### config.mk
export PLATFORM = sky130hd
export DESIGN_NAME = spiro_measure_ctrl
export DESIGN_NICKNAME = d
export VERILOG_FILES = /design/src/rtl/spiro_measure_ctrl.sv
export SDC_FILE = /design/constraint.sdc
export NUM_CORES = 1
export LEC_CHECK = 0
export CORE_ASPECT_RATIO = 1.75
export CORE_MARGIN = 5
export CORE_UTILIZATION = 51
export CTS_CLUSTER_SIZE = 25
export DETAILED_ROUTE_END_ITERATION = 10
export PLACE_DENSITY_LB_ADDON = 0.12
export SLEW_MARGIN = 20
export SYNTH_ARGS = -nofsm -noshare
export SYNTH_HDL_FRONTEND = slang
export SYNTH_SLANG_ARGS = --single-unit
### constraint.sdc
create_clock -name iClk -period 2.51 [get_ports iClk]
set_clock_uncertainty 0.2 [all_clocks]
set_input_delay 0.251 -clock iClk [delete_from_list [all_inputs] [get_ports iClk]]
set_output_delay 0.251 -clock iClk [all_outputs]
set_load 0.02 [all_outputs]
### src/rtl/spiro_measure_ctrl.sv
// Spirometer measurement sequencer: CE prescaler, blow detection, volume/peak accumulation, result hold.
// All outputs registered; a condition sampled at edge N is visible after edge N. No backpressure: iAck/iStart steer the FSM.
module spiro_measure_ctrl #(
    parameter int CE_DIV        = 12_500_000,
    parameter int FLOW_W        = 12,
    parameter int VOL_W         = 24,
    parameter int THRESH        = 100,
    parameter int ARM_TICKS     = 40,
    parameter int MEAS_TICKS    = 24,
    parameter int QUIET_SAMPLES = 8
) (
    input  logic              iClk,
    input  logic              iReset,
    input  logic              iStart,
    input  logic              iAck,
    input  logic              iSampleValid,
    input  logic [FLOW_W-1:0] ivFlow,
    output logic              oCE,
    output logic [1:0]        ovStateMachine,
    output logic [FLOW_W-1:0] ovPeakFlow,
    output logic [VOL_W-1:0]  ovVolume,
    output logic              oValid
);

    localparam int PRE_W    = $clog2(CE_DIV);
    localparam int TICK_MAX = (ARM_TICKS > MEAS_TICKS) ? ARM_TICKS : MEAS_TICKS;
    localparam int TICK_W   = $clog2(TICK_MAX + 1);
    localparam int QUIET_W  = $clog2(QUIET_SAMPLES + 1);

    localparam logic [PRE_W-1:0]   PRE_LAST  = PRE_W'(CE_DIV - 1);
    localparam logic [FLOW_W-1:0]  THRESH_V  = FLOW_W'(THRESH);
    localparam logic [TICK_W-1:0]  ARM_LAST  = TICK_W'(ARM_TICKS - 1);
    localparam logic [TICK_W-1:0]  MEAS_LAST = TICK_W'(MEAS_TICKS - 1);
    localparam logic [QUIET_W-1:0] QUIET_END = QUIET_W'(QUIET_SAMPLES);

    typedef enum logic [1:0] {
        S_IDLE    = 2'd0,
        S_MEASURE = 2'd1,
        S_DONE    = 2'd2,
        S_ARMED   = 2'd3
    } state_t;

    state_t              state;
    logic [PRE_W-1:0]    pre_cnt;
    logic [TICK_W-1:0]   tick_cnt;
    logic [QUIET_W-1:0]  quiet_cnt;
    logic                start_q;

    logic                rise;
    logic                below;
    logic                qualify;
    logic [VOL_W:0]      vol_sum;
    logic [VOL_W-1:0]    vol_sat;
    logic [FLOW_W-1:0]   peak_max;
    logic [QUIET_W-1:0]  quiet_next;
    logic                quiet_hit;
    logic                arm_last;
    logic                meas_last;

    // Prescaler free-runs in every state; oCE is the registered terminal-count flag.
    always_ff @(posedge iClk) begin
        if (iReset) begin
            pre_cnt <= '0;
            oCE     <= 1'b0;
        end else begin
            oCE     <= (pre_cnt == PRE_LAST);
            pre_cnt <= (pre_cnt == PRE_LAST) ? '0 : pre_cnt + PRE_W'(1);
        end
    end

    assign rise       = iStart & ~start_q;
    assign below      = (ivFlow < THRESH_V);
    assign qualify    = iSampleValid & ~below;
    assign vol_sum    = (VOL_W+1)'(ovVolume) + (VOL_W+1)'(ivFlow);
    assign vol_sat    = vol_sum[VOL_W] ? '1 : vol_sum[VOL_W-1:0];
    assign peak_max   = (ivFlow > ovPeakFlow) ? ivFlow : ovPeakFlow;
    assign quiet_next = below ? quiet_cnt + QUIET_W'(1) : '0;
    assign quiet_hit  = iSampleValid & (quiet_next == QUIET_END);
    assign arm_last   = oCE & (tick_cnt == ARM_LAST);
    assign meas_last  = oCE & (tick_cnt == MEAS_LAST);

    assign ovStateMachine = state;

    always_ff @(posedge iClk) begin
        if (iReset) begin
            state      <= S_IDLE;
            start_q    <= 1'b0;
            tick_cnt   <= '0;
            quiet_cnt  <= '0;
            ovVolume   <= '0;
            ovPeakFlow <= '0;
            oValid     <= 1'b0;
        end else begin
            start_q <= iStart;
            case (state)
                S_IDLE: begin
                    if (rise) begin
                        state      <= S_ARMED;
                        tick_cnt   <= '0;
                        quiet_cnt  <= '0;
                        ovVolume   <= '0;
                        ovPeakFlow <= '0;
                    end
                end
                S_ARMED: begin
                    // A qualifying sample beats a simultaneous give-up tick.
                    if (qualify) begin
                        state      <= S_MEASURE;
                        tick_cnt   <= '0;
                        quiet_cnt  <= '0;
                        ovVolume   <= VOL_W'(ivFlow);
                        ovPeakFlow <= ivFlow;
                    end else if (oCE) begin
                        if (arm_last) begin
                            state    <= S_IDLE;
                            tick_cnt <= '0;
                        end else begin
                            tick_cnt <= tick_cnt + TICK_W'(1);
                        end
                    end
                end
                S_MEASURE: begin
                    if (iSampleValid) begin
                        ovVolume   <= vol_sat;
                        ovPeakFlow <= peak_max;
                        quiet_cnt  <= quiet_next;
                    end
                    if (quiet_hit || meas_last) begin
                        state  <= S_DONE;
                        oValid <= 1'b1;
                    end else if (oCE) begin
                        tick_cnt <= tick_cnt + TICK_W'(1);
                    end
                end
                S_DONE: begin
                    if (rise) begin
                        state      <= S_ARMED;
                        oValid     <= 1'b0;
                        tick_cnt   <= '0;
                        quiet_cnt  <= '0;
                        ovVolume   <= '0;
                        ovPeakFlow <= '0;
                    end else if (iAck) begin
                        state  <= S_IDLE;
                        oValid <= 1'b0;
                    end
                end
                default: begin
                    state  <= S_IDLE;
                    oValid <= 1'b0;
                end
            endcase
        end
    end

endmodule
-- Yosys cells after proc, flatten, opt, wreduce, memory -nomap -nowiden
Cells that the tools add are included.
- input port bits: 17
- bits in registers: 75
- logic and storage cells: 84
- eq/ne operators: 18
- magnitude comparators: 2
- reduce and logical (&&, ||, !) cells: 10
- add/subtract/negate cells: 4
- muxes and demuxes: 34
- bitwise gates (word level): 7
- operators by type and width (cell ; number):
    $mux 24 ; 4
    $pmux 24 s3 ; 1
    $mux 12 ; 4
    $mux 6 ; 6
    $pmux 12 s3 ; 1
    $add 24x12->25 ; 1
    $add 24x1->24 const B ; 1
    $eq 24x24->1 const B ; 1
    $pmux 6 s3 ; 1
    $mux 4 ; 4
    $mux 2 ; 7
    $ne 2x2->1 const B ; 7
    $gt 12x12->1 ; 1
    $lt 12x7->1 const B ; 1
    $pmux 4 s3 ; 1
    $ne 3x3->1 const B ; 3
    $pmux 2 s4 ; 1
    $reduce_and 4->1 ; 2
    $add 6x1->6 const B ; 1
    $eq 6x5->1 const B ; 1
    $eq 6x6->1 const B ; 1
    $reduce_and 3->1 ; 2
    $and 1x1->1 ; 5
    $reduce_and 5->1 ; 1
    other kinds (12) ; 17

-- Logic depth before layout (Yosys ltp)
Gate-level depths: netlist of the first run.
- depth after elaboration: 7
- mapped depth: 9
- gate-level depth less buffers: 8

-- Worst setup path after synthesis of the first run
Ideal clock, no wire load.
- kind: register to register
- start: reg ovVolume[0]
- end: reg ovVolume[17]
- data arrival time: 2.414 ns
- setup time: 0.124 ns
- cell stages (with the launch flop): 9
- required time: 2.186 ns
- buffers on the path: 0
- slack: -0.228 ns
- path through: dfxtp_1 > ha_1 > fa_1 > a21o_1 > a221oi_2 > nand4b_4 > a2111oi_4 > and2_4 > a2111o_1
- longest elaborated chain between the ends: 4
- RTL lines (item ; line ; source):
    from (decl) ; 21 ; output logic [VOL_W-1:0] ovVolume,
    from (signal assigned) ; 111 ; ovVolume <= VOL_W'(ivFlow);
    from (signal assigned) ; 124 ; ovVolume <= vol_sat;
    $add 24x12->25 ; 74 ; assign vol_sum = (VOL_W+1)'(ovVolume) + (VOL_W+1)'(ivFlow);
    $mux 24 ; 75 ; assign vol_sat = vol_sum[VOL_W] ? '1 : vol_sum[VOL_W-1:0];
    $mux 24 ; 123 ; if (iSampleValid) begin
    $pmux 24 s3 ; 95 ; case (state)
Every way passes these cells. The select of a mux whose other input is x is not followed.
A chain may end at the register's enable or synchronous reset.

-- Worst setup path after layout of the first run
- start: reg ovVolume[0]
- end: reg ovVolume[13]
Same word-level chain as after synthesis.

==> impl_metrics.py, run 1 <==
metrics = {
    "grt": {
        "grtUsageMet1_pct": 27.02,
        "grt_antenna_before_repair": 0,
        "met3_usage_pct": 2.929,
        "grt-ovfl-total": 0,
        "grt_use_met2_pct": 51.45,
        "grt_start_max_net_pins": 25,
        "grt_usage_pct": 27.21,
        "top_usage_layer": "met2",
        "grt_pass1_vias": 4904,
        "grt_pass1_wl_um": 23200,
    },
    "yosys": {
        "yosys.area.top_type": "dfxtp_1",
        "ys_ff_latch": 75,
        "synth_fp_nets": 610,
        "synth_area_leaders": "dfxtp_1, ha_1, a21oi_1",
        "synth_warnings": 0,
        "synth_top_area_share_pct": 32.88,
        "yosysSeqAreaShare_pct": 32.88,
        "synthDistinctLibCells": 67,
        "avgSynthCellArea_sq_um": 8.083,
        "synth_common_cells": "dfxtp_1, nor2_1, nand2_1, a21oi_1, inv_1",
        "synth_cells": 565,
        "syn_area_sq_mm": 0.004567,
        "yosysMostFrequentCell": "dfxtp_1",
        "async_flop_share_pct": 0,
        "synth_ff_type": "dfxtp_1",
        "synth-edff-count": 0,
    },
    "clock_network": {
        "h-tree-depth": 3,
        "cts_buffer_depth": 2,
        "cts_tree": "done",
        "clkTransAtPathRegs_ps": 60,
        "root_buffer": "clkbuf_16",
        "clock-sinks": 75,
        "clk_latency_ps": 340,
        "cts_made_buffers": 9,
    },
    "floorplan": {
        "coreArea_sq_mm": 0.008727,
        "start_util_pct": 52.33,
        "dieHeight_um": 135.2,
        "fp.dieArea_sq_mm": 0.01102,
        "row_count": 45,
        "ioPinCount": 57,
        "die_w_um": 81.53,
    },
    "timing": {
        "final-hold-violation-count": 0,
        "tightest_slew_ps": 677.9,
        "rsz0062_at_grt": "true",
        "fin_hold_ws_ps": 192.2,
        "fin_ws_ps": -23.10,
        "final.period_utilization_pct": 100.9,
        "slew_viol_final": 0,
        "period_needed_ps": 2533,
        "relSlewSlack_pct": 54.76,
        "clock.fmax_mhz": 394.8,
        "setup_viol": 3,
    },
    "run_status": {
        "status": "finished with violations",
        "violations": "negative setup slack",
    },
    "setup_path": {
        "worstSetupStartpointType": "register",
        "cp-end-kind": "register",
        "max_stage_delay_ps": 350,
        "worstPathMaxFanout": 5,
        "crit_chain": "ha_4, fa_2, a21o_1, a221oi_2, nand4b_4, a2111oi_4, buf_4, o21bai_1, a22o_1",
        "worst_path_max_delay_cell": "dfxtp_4",
        "crit_buf_inv": 1,
        "worstPathArrival_ps": 2570,
        "path_class": "reg -> reg",
        "cp.required_ps": 2550,
        "crit_family": "compound AO/OA/AOI/OAI gates",
    },
    "placement": {
        "dpl.hpwl_um": 11060,
        "portBuffers": 56,
        "gp_congestion": 0.9354,
        "place_inst": 816,
    },
    "route": {
        "num_vias": 4984,
        "drc": 0,
        "vias_per_cell": 5.955,
        "ant_nets": 0,
        "wire_per_inst_um": 17.83,
        "drt-total-wl_um": 14920,
        "drt-initial-drc-count": 298,
        "first_pass_iters": 5,
    },
    "power_and_ir_drop": {
        "power.leakage_nw": 2.550,
        "finalPower_w": 0.003381,
        "irDropWorstVdd_uv": 503.9,
        "pwr_density_cell_mw_per_mm2": 507.6,
    },
    "finish": {
        "seqCellArea_sq_mm": 0.001505,
        "final_util_pct": 76.32,
        "antennaDiodeCount": 0,
        "final_cell_count_no_fill": 837,
        "layout.nets": 760,
        "multi_input_area_sq_mm": 0.003163,
        "area_growth_pct": 45.84,
        "drive_gt1_share_pct": 24.31,
        "n_fill_cell": 637,
    },
    "flow_run": {
        "drv_cap": 0,
    },
    "min_path": {
        "hold_class": "in -> reg",
    },
}
[power by group]
group	total (W)	leakage [nW]	switching, W	internal (W)
logic	0.000671	1.78	0.000365	0.000305
registers	0.00125	0.608	0.0000280	0.00122
clock network	0.00146	0.163	0.000535	0.000929
total	0.00338	2.55	0.000928	0.00245
[cell type report]
class | count | share of cell area [%]
inverter | 29 | 1.634
tap | 117 | 2.198
multi-input combinational | 440 | 47.49
clock buffer | 11 | 3.795
clock inverter | 5 | 1.240
timing repair buffer | 160 | 21.04
sequential | 75 | 22.60
[worst paths after layout]
| kind | startpoint | end | slack [ps] | depth (start not counted) |
|---|---|---|---|---|
| max | ovVolume[0]$_SDFFE_PP0P_ | ovVolume[13]$_SDFFE_PP0P_ | -20 | 9 |
| min | ivFlow[5] | ovVolume[5]$_SDFFE_PP0P_ | 190 | 4 |
| max reg2reg | ovVolume[0]$_SDFFE_PP0P_ | ovVolume[13]$_SDFFE_PP0P_ | -20 | 9 |
| min reg2reg | ovVolume[6]$_SDFFE_PP0P_ | ovVolume[6]$_SDFFE_PP0P_ | 260 | 2 |
[state kept, by name, summed over array words and instances, names as in the netlist]
name            count
ovVolume           24
pre_cnt            24
ovPeakFlow         12
tick_cnt            6
quiet_cnt           4
ovStateMachine      2
oCE                 1
oValid              1
start_q             1
[tightest hold or removal path, delay by kind of cell]
family / cells / cell delay, ps
buffers and inverters: 2 / 270
AOI/OAI and AO/OA: 2 / 180
[what timing repair did]
item                                    CTS  global route
gates resized for setup                  12            50
endpoints found under the setup margin   23            35
endpoints found under the hold margin     0             0
pin swaps                                 3            16
hold buffers                              0             0
buffers inserted                          2             2
cloned                                    0             1
[kinds of logic (layout without fill, tap and decap cells)]
kind of cell | after synthesis | after routing | synth area share [%]
simple gates | 212 | 213 | 23.64
xor+xnor | 32 | 32 | 6.137
mux | 4 | 4 | 0.8767
buf+inv | 51 | 205 | 4.575
compound gates | 163 | 163 | 24.06
flops | 75 | 75 | 32.88
fa+ha+maj | 28 | 28 | 7.836
[per-stage QoR]
step / setup WS, ps / TNS, ps / cell area, sq um
after floorplan: -82.43 / -164.9 / 4586
after global placement: -524.3 / -12080 / 5968
after detailed placement: -541.7 / -14080 / 5968
after CTS: -6.045 / -9.875 / 6360
after global routing: -102.0 / -794.9 / 6660
final: -23.10 / -63.91 / 6660
[layout by cell type, fill, tap and decap left out, types with 13 or more instances in the layout]
| cell type | instances |
|---|---|
| xor2_1 | 14 |
| nor3_1 | 13 |
| nand2_1 | 44 |
| clkdlybuf4s50_1 | 51 |
| nor2_1 | 51 |
| inv_1 | 28 |
| dfxtp_1 | 74 |
| xnor2_1 | 18 |
| ha_1 | 24 |
| nand3_1 | 23 |
| a21oi_1 | 36 |
| buf_4 | 95 |
| nand4_1 | 21 |
| o21ai_1 | 25 |
| o21ai_0 | 21 |
[layer usage]
metal | share of wire (%) | vias up
met5 | 0 | -
met4 | 5.2 | 0
met3 | 3.9 | 47
met2 | 56 | 144
met1 | 35 | 2414
li1 | - | 2379
Power figures use the tool's default switching activity.
==> run 2: changes to the inputs <==
--- a/config.mk
+++ b/config.mk
@@ -11,6 +11,7 @@
 export CTS_CLUSTER_SIZE = 25
 export DETAILED_ROUTE_END_ITERATION = 10
 export PLACE_DENSITY_LB_ADDON = 0.12
+export SKIP_LAST_GASP = 1
 export SLEW_MARGIN = 20
 export SYNTH_ARGS = -nofsm -noshare
 export SYNTH_HDL_FRONTEND = slang
==> impl_metrics.py, run 2 (synthesis results as in run 1) <==
metrics = {
    "finish": {
        "final_util_pct": 75.30,
        "antennaDiodeCount": 0,
        "seqCellArea_sq_mm": 0.001505,
        "mostFrequentLayoutCells": "buf_4, dfxtp_1, nor2_1, clkdlybuf4s50_1, nand2_1",
        "area_growth_pct": 43.89,
        "layout.nets": 760,
        "reg_top3": "ovVolume (24), pre_cnt (24), ovPeakFlow (12)",
        "drive_gt1_share_pct": 23.06,
        "final_common_cell": "buf_4",
        "multi_input_area_sq_mm": 0.003084,
        "n_fill_cell": 655,
    },
    "grt": {
        "grt_pass1_wl_um": 23180,
        "grt_antenna_before_repair": 0,
        "grt_pass1_vias": 4893,
        "grt_start_max_net_pins": 25,
        "grt_usage_pct": 27.20,
        "grt-ovfl-total": 0,
    },
    "setup_path": {
        "worstPathArrival_ps": 2560,
        "cp-end-kind": "register",
        "worst_r2r_startpoint": "ovVolume[0]$_SDFFE_PP0P_",
        "crit_start": "ovVolume[0]$_SDFFE_PP0P_",
        "cp.required_ps": 2540,
        "path_class": "reg -> reg",
        "worstPathMaxFanout": 4,
        "worstSetupStartpointType": "register",
    },
    "clock_network": {
        "clk_latency_ps": 350,
        "cts_made_buffers": 9,
        "cts_hold_buf": 0,
        "root_buffer": "clkbuf_16",
        "clkTransAtPathRegs_ps": 60,
        "cts_tree": "done",
        "h-tree-depth": 3,
        "cts_buffer_depth": 2,
        "clock-sinks": 75,
    },
    "timing": {
        "relSlewSlack_pct": 54.93,
        "fin_ws_ps": -22.18,
        "fin_hold_ws_ps": 181.0,
        "period_needed_ps": 2532,
        "final-hold-violation-count": 0,
        "tightest_slew_ps": 675.4,
        "setup_viol": 3,
        "final.period_utilization_pct": 100.9,
        "clock.fmax_mhz": 394.9,
        "slew_viol_final": 0,
        "rsz0062_at_grt": "true",
    },
    "route": {
        "ant_nets": 0,
        "num_vias": 4956,
        "vias_per_cell": 5.921,
        "first_pass_iters": 5,
        "drt-total-wl_um": 14810,
        "drc": 0,
        "drt-initial-drc-count": 227,
        "wire_per_inst_um": 17.69,
    },
    "power_and_ir_drop": {
        "pwr_density_cell_mw_per_mm2": 513.1,
        "irDropWorstVdd_uv": 470.9,
        "finalPower_w": 0.003372,
        "power.leakage_nw": 2.539,
    },
    "min_path": {
        "worstHoldStart": "ivFlow[5]",
        "hold_class": "in -> reg",
    },
    "floorplan": {
        "die_w_um": 81.53,
        "row_count": 45,
        "coreArea_sq_mm": 0.008727,
        "dieHeight_um": 135.2,
        "fp.dieArea_sq_mm": 0.01102,
        "start_util_pct": 52.33,
        "ioPinCount": 57,
    },
    "placement": {
        "pre_cts_slack_ps": -541.7,
        "dpl.hpwl_um": 11060,
        "portBuffers": 56,
        "gp_congestion": 0.9354,
    },
    "run_status": {
        "status": "finished with violations",
        "violations": "negative setup slack",
    },
    "flow_run": {
        "drv_cap": 0,
    },
}
[run 2: changes by cell type in the layout (fill, tap and decap cells not counted), sizes merged]
cell / delta
clkdlybuf4s50: +1
dlymetal6s2s: -1
[run 2: path summary, 6_finish.rpt]
kind / endpoint / slack, ps / depth (start not counted)
worst min-delay path: ovVolume[5]$_SDFFE_PP0P_ / 180 / 4
worst max-delay path: ovVolume[18]$_SDFFE_PP0P_ / -20 / 8
worst min register to register: ovVolume[6]$_SDFFE_PP0P_ / 260 / 2
worst max register to register: ovVolume[18]$_SDFFE_PP0P_ / -20 / 8
[run 2: worst max-delay path: stages (launching register included)]
cell and delay, ps:
dfxtp_4 350, ha_4 160, fa_2 330, a21o_1 200
a221oi_2 300, nand4b_4 240, a2111oi_4 100, and2_4 170
a2111o_1 370
[run 2: power breakdown]
part           internal (W)  switching, W  total, W
Combinational      0.000303      0.000360  0.000663
Sequential          0.00122     0.0000274   0.00125
Clock              0.000929      0.000534   0.00146
[run 2: metrics by stage]
stage	setup TNS [ps]	area [sq um]	instances
after floorplan	-164.9	4586	565
after global placement	-12080	5968	816
after detailed placement	-14080	5968	816
after CTS	-21.45	6356	834
after global routing	-887.8	6571	837
final	-51.16	6571	837
[run 2: final cells by class]
| type | instances | share of cell area [%] |
|---|---|---|
| Clock inverter | 5 | 1.257 |
| Multi-Input combinational cell | 440 | 46.93 |
| Clock buffer | 11 | 3.846 |
| Tap cell | 117 | 2.228 |
| Inverter | 29 | 1.657 |
| Timing Repair Buffer | 160 | 21.17 |
| Sequential cell | 75 | 22.91 |
[run 2: what timing repair did]
action / CTS / global route
gates resized for setup: 11 / 36
pin swaps: 3 / 15
cloned: 0 / 1
setup endpoints to repair: 23 / 35
setup buffers: 2 / 2
[run 2: per-layer routing]
layer	part of all wire (%)	global-route usage (%)	routed length (um)	vias up
li1	-	-	-	2375
met1	35	27.02	5194	2379
met2	56	51.45	8259	154
met3	4.1	2.929	600	48
met4	5.1	16.73	751	0
met5	0	0	0	-
